===== src/rtl/fp_sub_pkg.sv =====
// fp_sub_pkg: shared state encoding and field widths for the magnitude subtractor
package fp_sub_pkg;
  typedef enum logic [1:0] {IDLE, ALIGN, NORM, DONE} state_t;
  localparam int EXP_W = 8;
  localparam int FRAC_W = 23;
  localparam int MANT_W = 24;
  localparam logic [31:0] ZERO_FP = 32'h0;
endpackage


===== src/rtl/fp_lzc24.sv =====
// fp_lzc24: combinational leading-zero count of a 24-bit mantissa (24 when m is zero)
//   m  : mantissa in
//   lz : number of leading zeros
module fp_lzc24
  import fp_sub_pkg::*;
(
  input  logic [MANT_W-1:0] m,
  output logic [4:0]        lz
);
  always_comb begin
    lz = 5'd24;
    for (int i = 0; i < MANT_W; i++)
      if (m[i]) lz = 5'(MANT_W - 1 - i);
  end
endmodule


===== src/rtl/fp_sub.sv =====
// fp_sub: multi-cycle single-precision |FA| - |FB| with valid/ready handshakes
//   clk, rst (sync, active high); FA, FB operands; in_valid/in_ready input handshake;
//   FD result, out_valid/out_ready output handshake.
//   FP_SUB_FAST_NORM_EN: one-cycle normalize via fp_lzc24 instead of a bit-per-cycle loop.
module fp_sub
  import fp_sub_pkg::*;
(
  input  logic        clk,
  input  logic        rst,
  input  logic [31:0] FA,
  input  logic [31:0] FB,
  input  logic        in_valid,
  output logic        in_ready,
  output logic [31:0] FD,
  output logic        out_valid,
  input  logic        out_ready
);
  state_t state, state_nx;
  logic [30:0] a, b, l, s;
  logic sign, swap, norm_done, unused;
  logic [EXP_W-1:0] exp, sh;
  logic [MANT_W-1:0] mant, ms;
  logic [31:0] res;
  assign swap = b > a;
  assign l = swap ? b : a;
  assign s = swap ? a : b;
  assign sh = l[30:23] - s[30:23];
  assign ms = sh >= 8'(MANT_W) ? '0 : {1'b1, s[22:0]} >> sh;
  assign in_ready = state == IDLE;
  assign out_valid = state == DONE;
`ifdef FP_SUB_FAST_NORM_EN
  logic [4:0] lz;
  logic [MANT_W-1:0] mant_n;
  fp_lzc24 u_lzc (.m(mant), .lz(lz));
  assign mant_n = mant << lz;
  assign norm_done = 1'b1;
  // lz >= exp means the exponent would reach zero: flush
  assign res = (mant == '0 || {3'b0, lz} >= exp) ? ZERO_FP : {sign, exp - {3'b0, lz}, mant_n[FRAC_W-1:0]};
  assign unused = ^{FA[31], FB[31], mant_n[MANT_W-1]};
`else
  // an exponent hitting zero before the hidden bit reappears ends the loop and flushes
  assign norm_done = mant[MANT_W-1] || mant == '0 || exp == '0;
  assign res = (mant == '0 || exp == '0) ? ZERO_FP : {sign, exp, mant[FRAC_W-1:0]};
  assign unused = ^{FA[31], FB[31]};
`endif
  always_comb begin
    state_nx = state;
    case (state)
      IDLE:  state_nx = in_valid ? ALIGN : IDLE;
      ALIGN: state_nx = NORM;
      NORM:  state_nx = norm_done ? DONE : NORM;
      DONE:  state_nx = out_ready ? IDLE : DONE;
    endcase
  end
  always_ff @(posedge clk) state <= rst ? IDLE : state_nx;
  always_ff @(posedge clk) begin
    if (rst) begin
      a <= '0;
      b <= '0;
      sign <= 1'b0;
      exp <= '0;
      mant <= '0;
      FD <= ZERO_FP;
    end else begin
      case (state)
        IDLE: if (in_valid) begin
          a <= FA[30:0];
          b <= FB[30:0];
        end
        ALIGN: begin
          sign <= swap;
          exp <= l[30:23];
          mant <= {1'b1, l[22:0]} - ms;
        end
        NORM: if (norm_done) FD <= res;
          else begin
            mant <= mant << 1;
            exp <= exp - 1'b1;
          end
        DONE: ;
      endcase
    end
  end
endmodule


===== config.mk =====
export PLATFORM = sky130hd
export DESIGN_NAME = fp_sub
export DESIGN_NICKNAME = d
export VERILOG_FILES = /design/src/rtl/fp_sub_pkg.sv /design/src/rtl/fp_lzc24.sv /design/src/rtl/fp_sub.sv
export SDC_FILE = /design/constraint.sdc
export NUM_CORES = 1
export LEC_CHECK = 0
export BUFFER_PORTS_ARGS = -buffer_cell sky130_fd_sc_hd__buf_2
export CAP_MARGIN = 20
export CORE_UTILIZATION = 30
export CTS_BUF_LIST = sky130_fd_sc_hd__clkbuf_4 sky130_fd_sc_hd__clkbuf_8
export DETAILED_ROUTE_END_ITERATION = 10
export MAX_ROUTING_LAYER = met4
export PLACE_DENSITY_LB_ADDON = 0.3
export SLEW_MARGIN = 20
export SYNTH_ARGS = -nofsm -noshare
export SYNTH_HDL_FRONTEND = slang
export SYNTH_SLANG_ARGS = --single-unit

===== constraint.sdc =====
create_clock -name clk -period 12.2 [get_ports clk]
set_clock_uncertainty 0.2 [all_clocks]
set_input_delay 0.61 -clock clk [delete_from_list [all_inputs] [get_ports clk]]
set_output_delay 0.61 -clock clk [all_outputs]
set_load 0.03 [all_outputs]

# After elaboration in Yosys (flattened, before gate mapping)
# Cells that the tools add are included.
# word_totals
ff_bits	129
inputBits	68
out_inout_bits	34
word_cells	39
# classes
n_addsub	3
n_lt_le_gt_ge	2
eq_ne	4
shift	1
n_mux	12
reduce_logical	10
# op_table
op	count
$mux 31	2
$mux 24	2
$pmux 24 s2	1
$mux 32	1
$gt 31x31->1	1
$logic_not 24->1	1
$shr 24x8->24	1
$sub 24x24->24	1
$pmux 8 s2	1
$ge 8x5->1 const B	1
$logic_not 8->1	1
$mux 8	1
$pmux 2 s4	1
$sub 8x1->8 const B	1
$sub 8x8->8	1
$reduce_and 2->1	3
$eq 2x2->1 const B	2
$logic_or 1x1->1	3
$eq 2x1->1 const B	1
$logic_not 2->1	1
$mux 1	2
$mux 2	1
$ne 2x2->1 const B	1
$reduce_bool 2->1	1

# Longest topological paths before layout
# Gate-level depths: netlist of run 1.
# logic_depth
word_depth	7
depth_mapped	36

# Worst setup path before layout of run 1
# No wires, ideal clock.
# synth_path
path_type	reg2reg
start	register a[27]
end	register mant[23]
arrival_ns	7.237
required_ns	11.897
setup_slack_ns	4.660
path_stages_with_launch	35
n_path_buf	6
path_cell_list	dfxtp_1 -> inv_1 -> ha_1 -> buf_4 -> nand4_2 -> nor2_1 -> o211ai_1 -> a32oi_2 -> and2_1 -> buf_6 -> clkbuf_8 -> buf_6 -> clkbuf_1 -> clkbuf_1 -> a22oi_1 -> ha_1 -> a41oi_1 -> nand2_2 -> xnor2_4 -> mux4_2 -> mux2_2 -> a22oi_1 -> nand2b_1 -> ha_1 -> nor2b_1 -> o21ai_0 -> a21boi_0 -> o41ai_1 -> a21oi_1 -> a311oi_1 -> o311ai_0 -> a21o_1 -> a21oi_1 -> nor4b_1 -> a2111oi_2
# synth_between
elab_chain_len	7
elab_cells_between_ends	9
classes_between	add/sub (2); order compare (2); shift (1); mux (4)
# synth_lines
element	line	source
start: declaration	fp_sub.sv:19	logic [30:0] a, b, l, s;
start signal: assignment	fp_sub.sv:67	a <= FA[30:0];
$gt 31x31->1	fp_sub.sv:24	assign swap = b > a;
$mux 31 (on tied branches)	fp_sub.sv:25, fp_sub.sv:26	
$sub 8x8->8	fp_sub.sv:27	assign sh = l[30:23] - s[30:23];
$shr 24x8->24 or $ge 8x5->1 (tied branches)	fp_sub.sv:28	assign ms = sh >= 8'(MANT_W) ? '0 : {1'b1, s[22:0]} >> sh;
$mux 24	fp_sub.sv:28	
$sub 24x24->24 (*)	fp_sub.sv:73	mant <= {1'b1, l[22:0]} - ms;
$pmux 24 s2 (*)	fp_sub.sv:65	case (state)
end signal: assignment	fp_sub.sv:73	
end signal: assignment	fp_sub.sv:77	mant <= mant << 1;
end: declaration	fp_sub.sv:22	logic [MANT_W-1:0] mant, ms;
# Mark *: on every way between the ends. The rest lies on a longest branch, timed or not.
# A chain may end at the register's enable or synchronous reset.

# Worst setup path in the final report of run 1
# Same ends and word-level chain as after synthesis.

==> results.toml, run 1 <==
[sta]
slew_violations = 0
hold_viol = 0
period_needed_ns = 8.21
max_freq_mhz = 122
worst_slack_ns = 3.99
slew_headroom = 0.241
post-route-period-util = 0.673
setup_tns_ns = 0
rsz0062_at_grt = "false"
holdWs_ns = 0.146
setup_viol = 0
worst_slew_pin_slew_ns = 1.14

[synth]
synthCells = 1177
synth_xor_area_frac = 0.0244
synth_top_family_by_area = "compound AO/OA/AOI/OAI gates"
ys_ff_latch = 129
synth_edf_count = 0
mappedNetlistNets = 1303
synth-compound-area-share = 0.230
synth_adder_area_share = 0.0811
yosysWarnings = 0
syn-cell-area_um2 = 9040
syn_avg_cell_area_um2 = 7.68
ys_types = 80
ys.flop_type = "dfxtp_1"
synth_mux_area_frac = 0.107
ys_seq_area_frac = 0.286
synthSimpleGateAreaFrac = 0.212
async_reset_ff_frac = 0

[clock_tree]
clk_pin_slew_ns = 0.08
cts_tree = "done"
cts_buffer_depth = 2
clock_latency_ns = 0.46
cts_sinks = 129
postCtsHoldBufs = 0
h-tree-depth = 4
cts_root_buffer = "clkbuf_8"
post_cts_resize_count = 0
cts_buffers = 17
cts_setup_buffers = 0

[floorplan]
start_util = 0.305
fp-row-count = 63
die_x_um = 176
die_h_um = 176
die-area_um2 = 30800
ios = 102
core_um2 = 29600

[global_routing]
grt_first_pass_wirelength_um = 41800
antenna_found_initial = 0
grt_max_degree = 76
overflow = 0
grt_use_total = 0.173
grt_pass1_vias = 7862

[power]
ir_drop_mv = 0.0946
powerDensity_nw_per_um2 = 209
power_leakage_uw = 0.00412

[worst_hold_path]
hp-class = "in -> reg"
hold_start = "out_ready"

[layout]
fillers = 3236
antennaDiodeCount = 0
num-nets-final = 1353
utilization = 0.343
multiInputGateArea_um2 = 5930
drive_above_1_share = 0.152
syn2layout_area_growth_pct = 12.3
postLayoutCellArea_um2 = 10200
seqCellArea_um2 = 2580

[detailed_routing]
drt_iter0_markers = 537
drc = 0
via_per_inst = 5.11
dr.pass1.iters = 5
wirelength_um = 25300
via_count = 8325
drtAntennaViolNets = 0
wl_per_cell_um = 15.5

[worst_setup_path]
r2r-start = "a[27]"
crit_required_ns = 12.31
cp_data_arrival_time_ns = 8.32
startpoint = "a[27]"
critPathMaxFanout = 20
cp-end-kind = "flip-flop"
worstSetupStartpointType = "flip-flop"
crit_type = "reg -> reg"
cp_slowest_stage_delay_ns = 0.75
worst_path_max_delay_cell = "and4b_1"

[placement]
gp_congestion = 0.866
post-place-ws_ns = 4.08
placed_cell_area_um2 = 9760
port_buffers = 99
hpwlAfterDp_um = 19000

[outcome]
outcome = "completed"

[run]
drv_cap = 0
-- final cells by class --
| class | count | area share |
|---|---|---|
| Timing Repair Buffer | 109 | 0.0577 |
| Clock inverter | 13 | 0.0124 |
| Multi-Input combinational cell | 922 | 0.584 |
| Clock buffer | 19 | 0.0258 |
| Sequential cell | 129 | 0.254 |
| Tap cell | 390 | 0.0481 |
| Inverter | 48 | 0.0177 |
-- placed cells by master, fill, tap and decap left out, types with 6 or more instances in the layout --
| cell type | count |
|---|---|
| mux2i_1 | 53 |
| xor2_1 | 9 |
| ha_1 | 57 |
| nand2b_1 | 12 |
| xnor2_1 | 13 |
| a21oi_1 | 132 |
| o21ai_0 | 59 |
| clkbuf_8 | 19 |
| and2_1 | 7 |
| a21o_1 | 11 |
| nor2b_1 | 13 |
| o211ai_1 | 11 |
| nor3_1 | 18 |
| nor2_1 | 100 |
| a22oi_1 | 38 |
| nand3_1 | 20 |
| a211oi_1 | 14 |
| mux4_2 | 13 |
| inv_1 | 47 |
| buf_4 | 10 |
| nand4_1 | 15 |
| buf_2 | 98 |
| mux2_2 | 6 |
| nor4_1 | 9 |
| dfxtp_1 | 129 |
| nand2_1 | 212 |
-- worst max-delay path: cells and delay by family, from the launching register on --
kind,cells,cell delay [ns]
AO/OA/AOI/OAI,16,3.27
flip-flops,1,0.42
buffers and inverters,1,0.11
adder cells (fa/ha/maj),3,1.09
AND/OR/NAND/NOR,8,2.97
-- kinds of logic after synthesis --
logic type / count (synthesis)
adders and majority gates: 58
AOI/OAI and AO/OA: 332
DFF: 129
muxes: 76
and+or+nand+nor: 433
buffers and inverters: 126
xor gates and xnor gates: 23
-- where the power goes --
part / internal (µW) / switching (µW) / total, µW
sequential: 477 / 66.4 / 543
clock: 175 / 195 / 370
combinational: 482 / 730 / 1210
total: 1130 / 991 / 2120
-- routing by layer --
metal	GRT usage	vias up	share of wire	wire length, µm
li1	-	4289	-	-
met1	0.252	3833	0.53	13300
met2	0.246	185	0.41	10500
met3	0.0297	18	0.048	1220
met4	0.0362	0	0.0099	251
met5	-	-	0	0
-- per-stage QoR --
stage	total power [µW]	std cells
after floorplan	1500	1177
after global placement	1750	1597
after detailed placement	1750	1598
after CTS	2130	1630
after global routing	2310	1630
final	2120	1630
-- sequential cells by signal, summed over array words and instances, names as in the netlist --
register and count:
FD 32, a 31, b 31, mant 24, exp 8, state 2, sign 1
-- worst paths after layout --
check / end / cells after the start / slack (ns)
setup / recovery: mant[23] / 28 / 3.99
hold / removal: state[1] / 2 / 0.15
setup reg to reg: mant[23] / 28 / 3.99
hold reg to reg: a[24] / 2 / 0.26
-- cell usage after synthesis, types with 4 or more instances --
library cell  number  area (µm²)
nand2_1          213         800
a21oi_1          132         661
dfxtp_1          129        2580
nor2_1           101         379
clkbuf_1          59         221
o21ai_0           59         295
ha_1              57         713
mux2i_1           53         531
inv_1             47         176
a22oi_1           38         285
nand3_1           20         100
nor3_1            18        90.1
nand4_1           15        93.8
a211oi_1          14         105
nor2b_1           14        87.6
mux4_2            13         293
xnor2_1           13         114
nand2b_1          12        75.1
a21o_1            11        82.6
o211ai_1          11        82.6
and2_1             9        56.3
nor4_1             9        56.3
xor2_1             9        78.8
buf_2              8        40.0
mux2_2             6        67.6
o21ai_1            6        30.0
a2111oi_0          5        43.8
o21a_1             5        37.5
o21bai_1           5        37.5
a221oi_1           4        35.0
a31oi_1            4        25.0
and3_1             4        25.0
o22ai_1            4        25.0
o311ai_0           4        35.0
o31ai_1            4        30.0
Power figures use the tool's default switching activity.
==> inputs of run 2 (changes only) <==
Settings changed: ABC_AREA set to 1.
Clock period 12.2 ns to 7.8 ns, I/O delays scaled along.
==> run 2 against run 1 <==
Net effect:
- critical endpoint unchanged
- hold slack got worse by 0.14 ns
- setup slack worse by 3.0 ns
- register-to-register slack worse by 3.0 ns
- global-route usage is 1.5 points higher
- cell count is 15% higher
- die area is 0.96% lower
- combinational power up 86%
- non-clock buffer count is 21 higher
==> results.toml, run 2 <==
[outcome]
outcome = "completed"

[detailed_routing]
highest_layer = "met4"
wirelength_um = 27600
wl_per_cell_um = 14.6
drc = 0
via_count = 9399
drt_iter0_markers = 663
dr_wl_met2_um = 12900
wl_met3_um = 1190
via_per_inst = 4.99
wl_met1_um = 13100
dr.pass1.iters = 6
drtAntennaViolNets = 0

[floorplan]
die_x_um = 175
die-area_um2 = 30500
fp-row-count = 62
core_um2 = 29000
ios = 102
die_h_um = 175
start_util = 0.309

[sta]
rsz0062_at_grt = "false"
post-route-period-util = 0.878
hold_viol = 0
worst_slew_pin_slew_ns = 0.928
slew_headroom = 0.382
setup_tns_ns = 0
setup_viol = 0
period_needed_ns = 6.85
max_freq_mhz = 146
slew_violations = 0
worst_slack_ns = 0.948

[clock_tree]
cts_sinks = 129
h-tree-depth = 4
cts_buffer_depth = 2
cts_buffers = 17
clk_pin_slew_ns = 0.10
cts_root_buffer = "clkbuf_8"
clock_latency_ns = 0.46
cts_tree = "done"

[synth]
syn-cell-area_um2 = 8950
mappedNetlistNets = 1535
netlist.area_leader.share = 0.288
yosysWarnings = 0
ys.flop_type = "dfxtp_1"
synth_edf_count = 0
synth_top_area_cell = "dfxtp_1"
ys_types = 47
synthCells = 1409
yosysMostFrequentCell = "nand2_1"
ys_top_cells_by_count = "348 x nand2_1, 160 x o21ai_0, 141 x a21oi_1"
async_reset_ff_frac = 0
yosys-top-cells-area = "dfxtp_1 29%, nand2_1 15%, o21ai_0 8.9%"
syn_avg_cell_area_um2 = 6.35
ys_seq_area_frac = 0.288
ys_ff_latch = 129

[worst_setup_path]
worst_path_max_delay_cell = "ha_1"
cp_slowest_stage_delay_ns = 0.39
cpMostUsedCell = "nand2_1"
crit_required_ns = 7.92
cp-end-kind = "flip-flop"
crit_type = "reg -> reg"
critPathMaxFanout = 18
cp_data_arrival_time_ns = 6.97
worstSetupStartpointType = "flip-flop"

[placement]
gp_congestion = 0.905
port_buffers = 99
hpwlAfterDp_um = 21100
post-place-ws_ns = 0.737

[power]
p_sw_uw = 1930
sequentialPowerShare = 0.229
power_leakage_uw = 0.00479
intPower_uw = 1730
p_comb_frac = 0.614
switching_share = 0.527
ir_drop_mv = 0.124
powerDensity_nw_per_um2 = 356
clkPwrFrac = 0.157

[layout]
regMostFlops = "FD"
largest_reg_flops = 32
layout_common_cells = "347 x nand2_1, 158 x o21ai_0, 141 x a21oi_1, 131 x inv_1, 129 x dfxtp_1"
drive_above_1_share = 0.123
mostFrequentLayoutCell = "nand2_1"
syn2layout_area_growth_pct = 15.2
antennaDiodeCount = 0
num-nets-final = 1611
largestRegisters = "FD (32), a (31), b (31)"

[global_routing]
grt_pass1_vias = 8602
overflow = 0
grt_first_pass_wirelength_um = 44700
grt_max_degree = 104
grt_use_total = 0.188
antenna_found_initial = 0

[run]
drv_cap = 0

[worst_hold_path]
hp-class = "in -> reg"
## run 2: cell count changes after synthesis, moves of 14 or more
cell / delta
a22oi_1: -26
inv_1: +85
mux2i_1: -53
nand2_1: +135
nand3_1: +97
nor2b_1: -14
nor3_1: -14
o21ai_0: +101
## run 2: per-stage QoR
| stage | std cells | cell area [µm²] | hold slack [ns] | utilization | total power [µW] |
|---|---|---|---|---|---|
| after global placement | 1835 | 9770 | 0.250 | 0.337 | 3070 |
| after global routing | 1882 | 10300 | 0.0166 | 0.355 | 4030 |
| after CTS | 1881 | 10300 | 0.00414 | 0.354 | 3660 |
| after floorplan | 1409 | 8950 | 0.242 | - | 2500 |
| final | 1882 | 10300 | 0.00538 | 0.355 | 3670 |
| after detailed placement | 1835 | 9770 | 0.250 | 0.337 | 3070 |
## run 2: power by group through the flow
stage	clock network (µW)	registers (µW)	logic [µW]
2_1_floorplan	0	831	1670
4_1_cts	588	840	2240
6_report	575	840	2250
3_5_place_dp	0	855	2220
3_3_place_gp	0	853	2210
5_1_grt	617	855	2560
## run 2: cell families after synthesis
| family | share of synthesized area |
|---|---|
| flip-flops | 0.288 |
| adder cells (fa/ha/maj) | 0.0819 |
| buffers and inverters | 0.0910 |
| XOR/XNOR | 0.0108 |
| AND/OR/NAND/NOR | 0.308 |
| AO/OA/AOI/OAI | 0.220 |
## run 2: cell type report
type                            instances  area, µm²
Sequential cell                       129       2580
Tap cell                              384        480
Timing Repair Buffer                  130        783
Multi-Input combinational cell       1068       5570
Clock buffer                           17        234
Inverter                              139        522
Fill cell                            3273      18700
Clock inverter                         15        141
## run 2: what timing repair did
item / 4_1_cts / 5_1_grt
gates resized for setup: 0 / 2
hold endpoints to repair: 14 / 0
hold buffers: 14 / 0
buffers inserted: 0 / 0
setup endpoints to repair: 0 / 1
## run 2: metal layers
metal | track usage | vias to the layer above
li1 | - | 4877
met1 | 0.242 | 4296
met2 | 0.305 | 197
met3 | 0.0326 | 29
met4 | 0.0413 | 0
met5 | - | -
## run 2: critical path: cells and delay by family, from the launching register on
kind | cells | cell delay (ns)
AO/OA/AOI/OAI | 11 | 1.75
adder cells (fa/ha/maj) | 3 | 0.95
buffers and inverters | 5 | 0.55
AND/OR/NAND/NOR | 25 | 2.87
flip-flops | 1 | 0.34
## run 2: worst paths after layout
path / endpoint / from / slack [ns] / depth (start not counted)
setup reg to reg: mant[23] / a[28] / 0.95 / 44
hold reg to reg: FD[19] / FD[19] / 0.26 / 2
hold / removal: b[12] / FB[12] / 0.005 / 3
setup / recovery: mant[23] / a[28] / 0.95 / 44
==> inputs of run 3 (changes only) <==
Settings changed: RECOVER_POWER set to 25.
==> run 3 against run 2 <==
Net effect:
- the run now ends with max-capacitance violations, max-slew violations left
- wire length is 0.18% higher
- critical path depth stayed put
- sequential share of layout area is 0.11 points higher
- combinational power hardly changed
- utilization is 0.16 points lower
- fmax hardly changed
- final area is 0.45% lower
- non-clock buffer count stayed put
- global-route usage stayed put
- die area stayed put
- setup slack worse by 0.00059 ns
==> results.toml, run 3 (synthesis results as in run 2) <==
[sta]
hold_viol = 0
rsz0062_at_grt = "false"
setup_tns_ns = 0
max_freq_mhz = 146
worst_slack_ns = 0.948
holdWs_ns = 0.00866
setup_viol = 0
worst_slew_pin_slew_ns = 2.54
period_needed_ns = 6.85
slew_violations = 78
post-route-period-util = 0.878
slew_headroom = -0.692

[layout]
final_cells = 1882
regMostFlops = "FD"
drive_above_1_share = 0.100
largestRegisters = "FD (32), a (31), b (31)"
antennaDiodeCount = 0
layout_common_cells = "347 x nand2_1, 158 x o21ai_0, 141 x a21oi_1, 131 x inv_1, 129 x dfxtp_1"
syn2layout_area_growth_pct = 14.7
largest_reg_flops = 32
mostFrequentLayoutCell = "nand2_1"
num-nets-final = 1611

[power]
power_uw = 3660
p_sw_uw = 1930
ir_drop_mv = 0.123
sequentialPowerShare = 0.229
p_comb_frac = 0.614
intPower_uw = 1730
switching_share = 0.527
power_leakage_uw = 0.00464
clkPwrFrac = 0.157
powerDensity_nw_per_um2 = 357

[detailed_routing]
drtAntennaViolNets = 0
via_count = 9402
drt_iter0_markers = 729
wirelength_um = 27600
dr.pass1.iters = 8
drc = 0
via_per_inst = 5.00
wl_per_cell_um = 14.7

[floorplan]
die_x_um = 175
start_util = 0.309
ios = 102
core_um2 = 29000
fp-row-count = 62
die-area_um2 = 30500
die_h_um = 175

[global_routing]
overflow = 0
grt_first_pass_wirelength_um = 44700
grt_use_total = 0.188
antenna_found_initial = 0
grt_max_degree = 104
grt_pass1_vias = 8602

[clock_tree]
h-tree-depth = 4
cts_sinks = 129
cts_tree = "done"
cts_setup_buffers = 0
clk_pin_slew_ns = 0.10
cts_buffer_depth = 2
clock_latency_ns = 0.46
cts_buffers = 17
cts_root_buffer = "clkbuf_8"

[worst_setup_path]
cp-end-kind = "flip-flop"
critPathMaxFanout = 18
ff2ff_path_depth = 44
worstSetupStartpointType = "flip-flop"
r2r-start = "a[28]"
r2r_setup_slack_ns = 0.95
worst_path_max_delay_cell = "ha_1"
cp_slowest_stage_delay_ns = 0.39
cpMostUsedCell = "nand2_1"
reg2reg_to = "mant[23]"
crit_type = "reg -> reg"
cp_data_arrival_time_ns = 6.97
crit_required_ns = 7.92

[worst_hold_path]
hold_depth = 3
hp-class = "in -> reg"
min_to = "a[30]"
hold_start = "FA[30]"

[placement]
port_buffers = 99
gp_congestion = 0.905
hpwlAfterDp_um = 21100
dp_cells = 1835
post-place-ws_ns = 0.737

[outcome]
outcome = "finished with violations"
violations = "max-capacitance violations, max-slew violations"

[run]
drv_cap = 1
[run 3: power by group through the flow]
stage / Sequential, µW / Clock, µW / Combinational, µW
2_1_floorplan: 831 / 0 / 1670
3_3_place_gp: 853 / 0 / 2210
6_report: 840 / 574 / 2250
4_1_cts: 840 / 588 / 2240
3_5_place_dp: 855 / 0 / 2220
5_1_grt: 855 / 617 / 2560
[run 3: how the worst max path moves through the flow]
stage | startpoint | to | slack, ns | cells after the start
after global placement | a[13] | mant[23] | 0.81 | 46
after global routing | a[14] | mant[23] | 0.04 | 47
final | a[28] | mant[23] | 0.95 | 44
after detailed placement | a[14] | mant[23] | 0.74 | 46
after floorplan | a[26] | mant[23] | 2.05 | 42
after CTS | a[14] | mant[23] | 0.70 | 46
[run 3: per-stage QoR]
stage	utilization	area, µm²
floorplan	-	8950
global placement	0.337	9770
detailed placement	0.337	9770
CTS	0.354	10300
global route	0.354	10300
finish	0.354	10300
[run 3: area by class of cell]
type	instances	area [µm²]
multi-input combinational	1068	5570
clock buffer	17	234
sequential	129	2580
tap	384	480
inverter	139	522
fill	3287	18700
clock inverter	15	141
timing repair buffer	130	737
[run 3: metal layers]
layer / global-route usage / part of all wire
met3: 0.0326 / 0.045
met5: - / 0
met1: 0.242 / 0.48
met2: 0.305 / 0.47
met4: 0.0413 / 0.013
[run 3: worst max-delay path, delay by kind of cell (launching register included)]
family | cells | cell delay (ns)
AO/OA/AOI/OAI | 10 | 1.64
adder cells (fa/ha/maj) | 3 | 0.95
buffers and inverters | 3 | 0.20
flip-flops | 1 | 0.34
AND/OR/NAND/NOR | 28 | 3.35
[run 3: repair_timing]
action / 4_1_cts / 5_1_grt
hold endpoints to repair: 14 / 0
setup endpoints to repair: 0 / 1
hold buffers: 14 / 0
gates resized for setup: 0 / 2
